<file path="src/rtl/scan_loader.sv">
// Scan-chain loader: serialises program bytes into the memory_bank scan chain
// and reassembles the bits leaving the chain into bytes. Recirc mode dumps without destroying.
module scan_loader #(
    parameter int CHAIN_LEN = 256
) (
    input  logic       clk,
    input  logic       rst,
    input  logic       start,
    input  logic       recirc,
    input  logic [7:0] in_data,
    input  logic       in_valid,
    output logic       in_ready,
    output logic [7:0] out_data,
    output logic       out_valid,
    input  logic       out_ready,
    output logic       scan_enable,
    output logic       scan_in,
    input  logic       scan_out,
    output logic       busy,
    output logic       done
);

    localparam int              BYTES     = CHAIN_LEN / 8;
    localparam int              BCW       = $clog2(BYTES + 1);
    localparam logic [BCW-1:0]  LAST_BYTE = BCW'(BYTES - 1);

    typedef enum logic [1:0] {
        IDLE,
        FETCH,
        SHIFT,
        EMIT
    } state_t;

    state_t         state_q;
    logic           recirc_q;
    logic [2:0]     bit_cnt_q;
    logic [BCW-1:0] byte_cnt_q;
    logic [7:0]     tx_q;
    logic [7:0]     rx_q;
    logic [7:0]     out_data_q;
    logic           in_ready_q;
    logic           out_valid_q;
    logic           scan_enable_q;
    logic           busy_q;
    logic           done_q;

    logic [7:0]     rx_d;
    logic [7:0]     tx_d;
    logic [2:0]     bit_cnt_d;
    logic [BCW-1:0] byte_cnt_d;

    // scan_out is the chain's last bit before the edge; it enters rx at the LSB.
    assign rx_d       = {rx_q[6:0], scan_out};
    assign tx_d       = {tx_q[6:0], 1'b0};
    assign bit_cnt_d  = bit_cnt_q + 3'd1;
    assign byte_cnt_d = byte_cnt_q + BCW'(1);

    always_ff @(posedge clk) begin
        // NOTE: every state register uses <= so all of them see pre-edge values of each other.
        if (!rst) begin
            state_q       <= IDLE;
            recirc_q      <= 1'b0;
            bit_cnt_q     <= '0;
            byte_cnt_q    <= '0;
            tx_q          <= '0;
            rx_q          <= '0;
            out_data_q    <= '0;
            in_ready_q    <= 1'b0;
            out_valid_q   <= 1'b0;
            scan_enable_q <= 1'b0;
            busy_q        <= 1'b0;
            done_q        <= 1'b0;
        end else begin
            done_q <= 1'b0;
            unique case (state_q)
                IDLE: begin
                    if (start) begin
                        recirc_q   <= recirc;
                        byte_cnt_q <= '0;
                        bit_cnt_q  <= '0;
                        busy_q     <= 1'b1;
                        if (recirc) begin
                            state_q       <= SHIFT;
                            scan_enable_q <= 1'b1;
                        end else begin
                            state_q    <= FETCH;
                            in_ready_q <= 1'b1;
                        end
                    end
                end
                FETCH: begin
                    if (in_valid && in_ready_q) begin
                        tx_q          <= in_data;
                        bit_cnt_q     <= '0;
                        in_ready_q    <= 1'b0;
                        scan_enable_q <= 1'b1;
                        state_q       <= SHIFT;
                    end
                end
                SHIFT: begin
                    tx_q      <= tx_d;
                    rx_q      <= rx_d;
                    bit_cnt_q <= bit_cnt_d;
                    if (bit_cnt_q == 3'd7) begin
                        out_data_q    <= rx_d;
                        out_valid_q   <= 1'b1;
                        scan_enable_q <= 1'b0;
                        state_q       <= EMIT;
                    end
                end
                EMIT: begin
                    // The chain is frozen here until the consumer takes the byte.
                    if (out_ready) begin
                        out_valid_q <= 1'b0;
                        byte_cnt_q  <= byte_cnt_d;
                        if (byte_cnt_q == LAST_BYTE) begin
                            state_q <= IDLE;
                            done_q  <= 1'b1;
                            busy_q  <= 1'b0;
                        end else if (recirc_q) begin
                            state_q       <= SHIFT;
                            scan_enable_q <= 1'b1;
                        end else begin
                            state_q    <= FETCH;
                            in_ready_q <= 1'b1;
                        end
                    end
                end
                default: state_q <= IDLE;
            endcase
        end
    end

    assign in_ready    = in_ready_q;
    assign out_valid   = out_valid_q;
    assign out_data    = out_data_q;
    assign scan_enable = scan_enable_q;
    assign busy        = busy_q;
    assign done        = done_q;

    // Recirc feeds the chain's tail straight back to its head so a dump is non-destructive.
    assign scan_in = scan_enable_q & (recirc_q ? scan_out : tx_q[7]);

    a_handshake_exclusive: assert property (@(posedge clk) disable iff (!rst)
        !(in_ready_q && out_valid_q));
    a_byte_cnt_bound: assert property (@(posedge clk) disable iff (!rst)
        byte_cnt_q <= BCW'(BYTES));

endmodule

</file>
<file path="config.mk">
export PLATFORM = sky130hd
export DESIGN_NAME = scan_loader
export DESIGN_NICKNAME = d
export VERILOG_FILES = /design/src/rtl/scan_loader.sv
export SDC_FILE = /design/constraint.sdc
export NUM_CORES = 1
export LEC_CHECK = 0
export ABC_AREA = 1
export ABC_CLOCK_PERIOD_IN_PS = 1300
export CAP_MARGIN = 20
export CELL_PAD_IN_SITES_DETAIL_PLACEMENT = 1
export CELL_PAD_IN_SITES_GLOBAL_PLACEMENT = 2
export CORE_ASPECT_RATIO = 1.75
export CORE_MARGIN = 4
export CORE_UTILIZATION = 28
export CTS_BUF_LIST = sky130_fd_sc_hd__clkbuf_4 sky130_fd_sc_hd__clkbuf_8
export CTS_CLUSTER_DIAMETER = 30
export DETAILED_ROUTE_END_ITERATION = 7
export PLACE_DENSITY = 0.75
export SLEW_MARGIN = 20
export SYNTH_ARGS = -nofsm -noshare
export SYNTH_HDL_FRONTEND = slang
export SYNTH_SLANG_ARGS = --single-unit
</file>
<file path="constraint.sdc">
create_clock -name clk -period 1.3 [get_ports clk]
set_input_delay 0.13 -clock clk [delete_from_list [all_inputs] [get_ports clk]]
set_output_delay 0.13 -clock clk [all_outputs]
set_load 0.01 [all_outputs]
</file>
Word level (Yosys, flattened, before mapping)
Cells that the tools add are included. W data, S select, Z words.

Add/sub/neg operators: 2. $mul: 0. Div/mod/pow operators: 0. Magnitude comparators: 0. Eq/ne operators: 15. Shifts and indexed selects: 0. Mux-type cells: 40. Bitwise gates (word level): 1. Reductions and logical operators: 18.

Operator list (count): $mux W1 (20); $ne A2 B2 Y1 const B (10); $pmux W8 S2 (1); $mux W2 (7); $reduce_and A7 Y1 (2); $mux W6 (2); $pmux W6 S2 (1); $reduce_and A3 Y1 (4); $pmux W3 S3 (1); $mux W8 (1); $pmux W2 S4 (1); $reduce_and A4 Y1 (2); $add A6 B1 Y6 const B (1); $eq A6 B5 Y1 const B (1); $mux W3 (2); $reduce_and A2 Y1 (3); $reduce_bool A2 Y1 (3); $reduce_bool A3 Y1 (2); $eq A2 B2 Y1 const B (2); $pmux W1 S2 (2); $pmux W1 S4 (1); $add A3 B1 Y3 const B (1); $eq A3 B3 Y1 const B (1); $pmux W1 S3 (1); other kinds (4) (4).

Bits in registers: 40. Latch bits: 0. Bits in writable memories: 0. Bits in read-only memories: 0. Input bits: 15. Output and inout port bits: 14. Word-level logic and storage cells: 88. Memories kept: 0.

Longest topological paths before layout
Gate-level depths: netlist of the first run.

Depth in word-level cells: 4. Depth in mapped cells: 9. Depth with buffers taken out: 8.

Worst setup path before layout of the first run
OpenSTA, ideal clock, no wires.

Path type: reg2reg. Start point: register bit_cnt_q[0]. End point: register state_q[0]. Setup time: 0.072 ns. Arrival: 1.186 ns. Required time: 1.228 ns. Path slack: 0.042 ns. Cell stages (with the launch flop): 10. Buffers on the path: 1. Period minus slack after synthesis: 1.258 ns. Path through: dfxtp_1 > ha_1 > ha_1 > buf_2 > inv_1 > nand2_1 > nand2_1 > nor2_1 > nand2_1 > a21oi_1.

Longest elaborated chain between the ends: 3.

RTL lines: start: declaration (RTL line 36) `logic [2:0] bit_cnt_q;`; start signal: assignment (RTL line 103) `bit_cnt_q <= bit_cnt_d;`; $eq A3 B3 Y1 (RTL line 104) `if (bit_cnt_q == 3'd7) begin`; $ne A2 B2 Y1 (no source line); $reduce_and A4 Y1 (no source line); end signal: assignment (RTL line 108) `state_q <= EMIT;`; end signal: assignment (RTL line 117) `state_q <= IDLE;`; end signal: assignment (RTL line 121) `state_q <= SHIFT;`; end: declaration (RTL line 34) `state_t state_q;`.

No other way between the ends. A chain may end at the register's enable or synchronous reset.

Final worst setup path of the first run
Start point: register state_q[0]. End point: register tx_q[7].

Longest elaborated chain between the ends: 3. Elaborated cells between the ends (all ways): 6. Classes of those cells: eq/ne (3); mux (1); reduce/logical (2).

RTL lines: start signal: assignment (RTL line 61) `state_q <= IDLE;`; start signal: assignment (RTL line 83) `state_q <= SHIFT;`; start signal: assignment (RTL line 86) `state_q <= FETCH;`; $eq A2 B1 Y1 / $eq A2 B2 Y1 (equally long branches) (RTL line 75) `unique case (state_q)`; $ne A2 B2 Y1 (no source line) / $reduce_bool A2 Y1 (equally long branches); $reduce_and A2 Y1 (no source line); end signal: assignment (RTL line 93) `tx_q <= in_data;`; end signal: assignment (RTL line 101) `tx_q <= tx_d;`; end: declaration (RTL line 38) `logic [7:0] tx_q;`.

Several ways; a longest one is shown, not always the timed one.

==> impl_metrics.env, run 1 <==
export IMPL_floorplan_initialDensity_pct=29.1
export IMPL_wirelength_um=4950
export IMPL_route_detailed_wl_per_inst_um=13.1
export IMPL_syn_cell_area_um2=1810
export IMPL_fmaxAchievable_mhz=815
export IMPL_arrival_ns=1.41
export IMPL_hold_path_depth=3
export IMPL_port_buffer_count=28
export IMPL_global_route_usage_over_all_layers_pct=13.8
export IMPL_status="complete, no violations"
export IMPL_grt_setup_unrepaired="false"
export IMPL_worstSkewPairLatency_ns=0.29
export IMPL_initial_antenna_violation_count=0
export IMPL_critical_path_peak_fanout=14
export IMPL_cts_made_buffers=5
export IMPL_drv_cap=0
export IMPL_grt_overflow_total=0
export IMPL_number_of_global_route_vias_before_repair=1795
export IMPL_cts_root_to_sink_buffers=2
export IMPL_final_setup_tns_ns=0
export IMPL_cts_clk_slew_worst_paths_ns=0.08
export IMPL_routed_via_count=1754
export IMPL_p_int_mw=2.69
export IMPL_layout_core_utilization_pct=40.1
export IMPL_tightest_slew_ns=0.229
export IMPL_timing_slew_headroom_pct=84.7
export IMPL_final_period_minus_worst_setup_slack_ns=1.23
export IMPL_synthesis_instances=240
export IMPL_rr_endpoint="tx_q[7]"
export IMPL_die_width_um=68.9
export IMPL_area_overhead_vs_synth_pct=37.8
export IMPL_start_kind="flop"
export IMPL_number_of_synthesized_flops_with_an_enable_pin=0
export IMPL_antenna_violating_nets_post_route=0
export IMPL_setup_worst_path_class="flop to flop"
export IMPL_hold_path_end="tx_q[2]"
export IMPL_worstHoldPathType="input pin to flop"
export IMPL_yosys_warnings=0
export IMPL_cp_required_ns=1.48
export IMPL_regToRegSetupSlack_ns=0.07
export IMPL_cts_root_buf="sky130_fd_sc_hd__clkbuf_8"
export IMPL_worstReg2RegStart="state_q[0]"
export IMPL_cts_sinks=40
export IMPL_num_rows=38
export IMPL_min_from="in_data[2]"
export IMPL_synth_flop_cell="sky130_fd_sc_hd__dfxtp_1"
export IMPL_post_route_period_util_pct=94.4
export IMPL_io_pins=29
export IMPL_synth_cell_types=31
export IMPL_p_leak_nw=1.07
export IMPL_sequentialPowerShare_pct=38.5
export IMPL_worstSetupEndpointType="flop"
export IMPL_clock_skew_final_ns=0.00332
export IMPL_post_drt_via_cell_ratio=4.65
export IMPL_fin_nets=314
export IMPL_n_antenna_cell=0
export IMPL_layout_filler_cells=758
export IMPL_async_reset_ff_share_pct=0
export IMPL_final_layout_size_suffix_gt1_share_pct=22.9
export IMPL_clkPwrFrac_pct=18.8
export IMPL_final_max_slew_viol_count=0
export IMPL_power_density_nw_per_um2=1770
export IMPL_detail_route_iter0_violations=70
export IMPL_post_synthesis_net_count=258
export IMPL_grt_pass1_wl_um=8220
export IMPL_switching_share_pct=39.2
export IMPL_post_synth_cell_area_avg_um2=7.56
export IMPL_cts_tree="done"
export IMPL_grt_start_max_net_pins=19
export IMPL_timing_reg2reg_worst_path_depth=6
export IMPL_layout_cells_most_common="sky130_fd_sc_hd__nand2_1"
export IMPL_drt_pass_1_iters=4
export IMPL_combPwrFrac_pct=42.7
export IMPL_report_final_setup_viol=0
export IMPL_final_hold_viol_count=0
export IMPL_drc=0
export IMPL_gp_routability_congestion=0.817
export IMPL_p_switching_mw=1.73
export IMPL_mostFrequentLayoutCells="56 x sky130_fd_sc_hd__nand2_1, 35 x sky130_fd_sc_hd__dfxtp_1, 27 x sky130_fd_sc_hd__buf_4"
export IMPL_die_height_um=114
export IMPL_synth_yosys_seq_area_share_pct=44.1
export IMPL_worst_ir_drop_vdd_mv=0.757
export IMPL_dp_final_hpwl_um=3730
export IMPL_yosys_register_bits=40
export IMPL_placeableCoreArea_um2=6230
export IMPL_number_of_levels_the_h_tree_was_split_into=2
export IMPL_floorplan_die_area_um2=7880
## power groups by stage
stage	clock network (mW)	logic (mW)	registers (mW)
3_5_place_dp	0	1.81	1.69
6_report	0.832	1.89	1.70
4_1_cts	0.875	1.80	1.67
2_1_floorplan	0	1.23	1.65
3_3_place_gp	0	1.78	1.69
5_1_grt	0.929	2.15	1.74
## per-stage QoR
stage	hold slack, ns	instances	total power, mW	instance area (um^2)	setup slack (ns)
2_1_floorplan	0.286	240	2.87	1810	0.0420
5_1_grt	0.415	377	4.82	2500	0.000789
3_3_place_gp	0.450	366	3.47	2320	-0.121
3_5_place_dp	0.456	366	3.50	2320	-0.125
4_1_cts	0.400	374	4.35	2410	-0.0147
6_report	0.410	377	4.42	2500	0.0734
## state kept, by name, summed over array words and instances, names as in the netlist
signal,count
recirc_q,1
out_valid,1
state_q,2
scan_enable,1
done,1
byte_cnt_q,6
bit_cnt_q,3
tx_q,8
rx_q,7
out_data,8
busy,1
in_ready,1
## cell type report
class | instances | area (um^2) | share of cell area, %
Clock buffer | 5 | 68.8 | 2.75
Multi-Input combinational cell | 169 | 912 | 36.5
Tap cell | 80 | 100 | 4.00
Timing Repair Buffer | 57 | 497 | 19.9
Clock inverter | 3 | 18.8 | 0.751
Inverter | 23 | 91.3 | 3.65
Sequential cell | 40 | 812 | 32.5
## metal layers
metal / GRT usage (%) / vias up / part of all wire (%)
met2: 23.8 / 22 / 54
met4: 6.12 / 0 / 1.9
met1: 15.9 / 824 / 42
met5: 0 / - / 0
li1: - / 902 / -
met3: 2.46 / 6 / 2.4
## timing repair
action | CTS | global route
gates cloned | 0 | 1
endpoints found under the hold margin | 0 | 0
buffers inserted | 0 | 2
setup endpoints to repair | 38 | 20
hold buffers | 0 | 0
pin swaps | 0 | 4
gates resized for setup | 19 | 21
## synth_stat cells, types with 2 or more instances
| cell type | n | area, um^2 |
|---|---|---|
| sky130_fd_sc_hd__a21oi_1 | 24 | 120 |
| sky130_fd_sc_hd__nand3_1 | 19 | 95.1 |
| sky130_fd_sc_hd__nand2_2 | 2 | 12.5 |
| sky130_fd_sc_hd__nand4_1 | 2 | 12.5 |
| sky130_fd_sc_hd__nor2_1 | 20 | 75.1 |
| sky130_fd_sc_hd__inv_1 | 18 | 67.6 |
| sky130_fd_sc_hd__a31oi_1 | 7 | 43.8 |
| sky130_fd_sc_hd__nor3_1 | 2 | 10.0 |
| sky130_fd_sc_hd__dfxtp_1 | 40 | 801 |
| sky130_fd_sc_hd__a211oi_1 | 4 | 30.0 |
| sky130_fd_sc_hd__o21bai_1 | 2 | 15.0 |
| sky130_fd_sc_hd__o21ai_2 | 2 | 17.5 |
| sky130_fd_sc_hd__nand2_4 | 2 | 22.5 |
| sky130_fd_sc_hd__inv_2 | 3 | 11.3 |
| sky130_fd_sc_hd__ha_1 | 3 | 37.5 |
| sky130_fd_sc_hd__buf_4 | 3 | 22.5 |
| sky130_fd_sc_hd__nand2_1 | 60 | 225 |
| sky130_fd_sc_hd__o21ai_0 | 12 | 60.1 |
| sky130_fd_sc_hd__buf_6 | 3 | 33.8 |
## worst max-delay path, cell delays in order, from the launching register on
cell and delay [ns]:
sky130_fd_sc_hd__dfxtp_4 0.37, sky130_fd_sc_hd__buf_4 0.16, sky130_fd_sc_hd__nor2_8 0.17, sky130_fd_sc_hd__inv_6 0.11
sky130_fd_sc_hd__buf_4 0.16, sky130_fd_sc_hd__nand2_1 0.07, sky130_fd_sc_hd__a31oi_1 0.07
## worst max path at each step
| stage | from | to | slack, ns |
|---|---|---|---|
| 6_report | state_q[0] | tx_q[7] | 0.07 |
| 5_1_grt | bit_cnt_q[0] | scan_enable | 0.0008 |
| 4_1_cts | recirc_q | scan_in | -0.01 |
| 3_5_place_dp | scan_out | scan_in | -0.12 |
| 3_3_place_gp | scan_out | scan_in | -0.12 |
| 2_1_floorplan | bit_cnt_q[0] | state_q[0] | 0.04 |
## cells by family (layout without fill, tap and decap cells)
family	Yosys count	count (layout)	synth area share, %
simple gates	111	112	27.2
compound gates	53	53	16.4
flops	40	40	44.1
buf+inv	32	88	9.72
fa+ha+maj	3	3	2.07
xor+xnor	1	1	0.483
Power figures use the tool's default switching activity.
==> run 2: changes to the inputs <==
--- a/config.mk
+++ b/config.mk
@@ -15,6 +15,7 @@
 export CORE_UTILIZATION = 28
 export CTS_BUF_LIST = sky130_fd_sc_hd__clkbuf_4 sky130_fd_sc_hd__clkbuf_8
 export CTS_CLUSTER_DIAMETER = 30
+export CTS_CLUSTER_SIZE = 40
 export DETAILED_ROUTE_END_ITERATION = 7
 export PLACE_DENSITY = 0.75
 export SLEW_MARGIN = 20
==> results of run 2 <==
The final DEF is identical to that of run 1; final timing and power are the same.
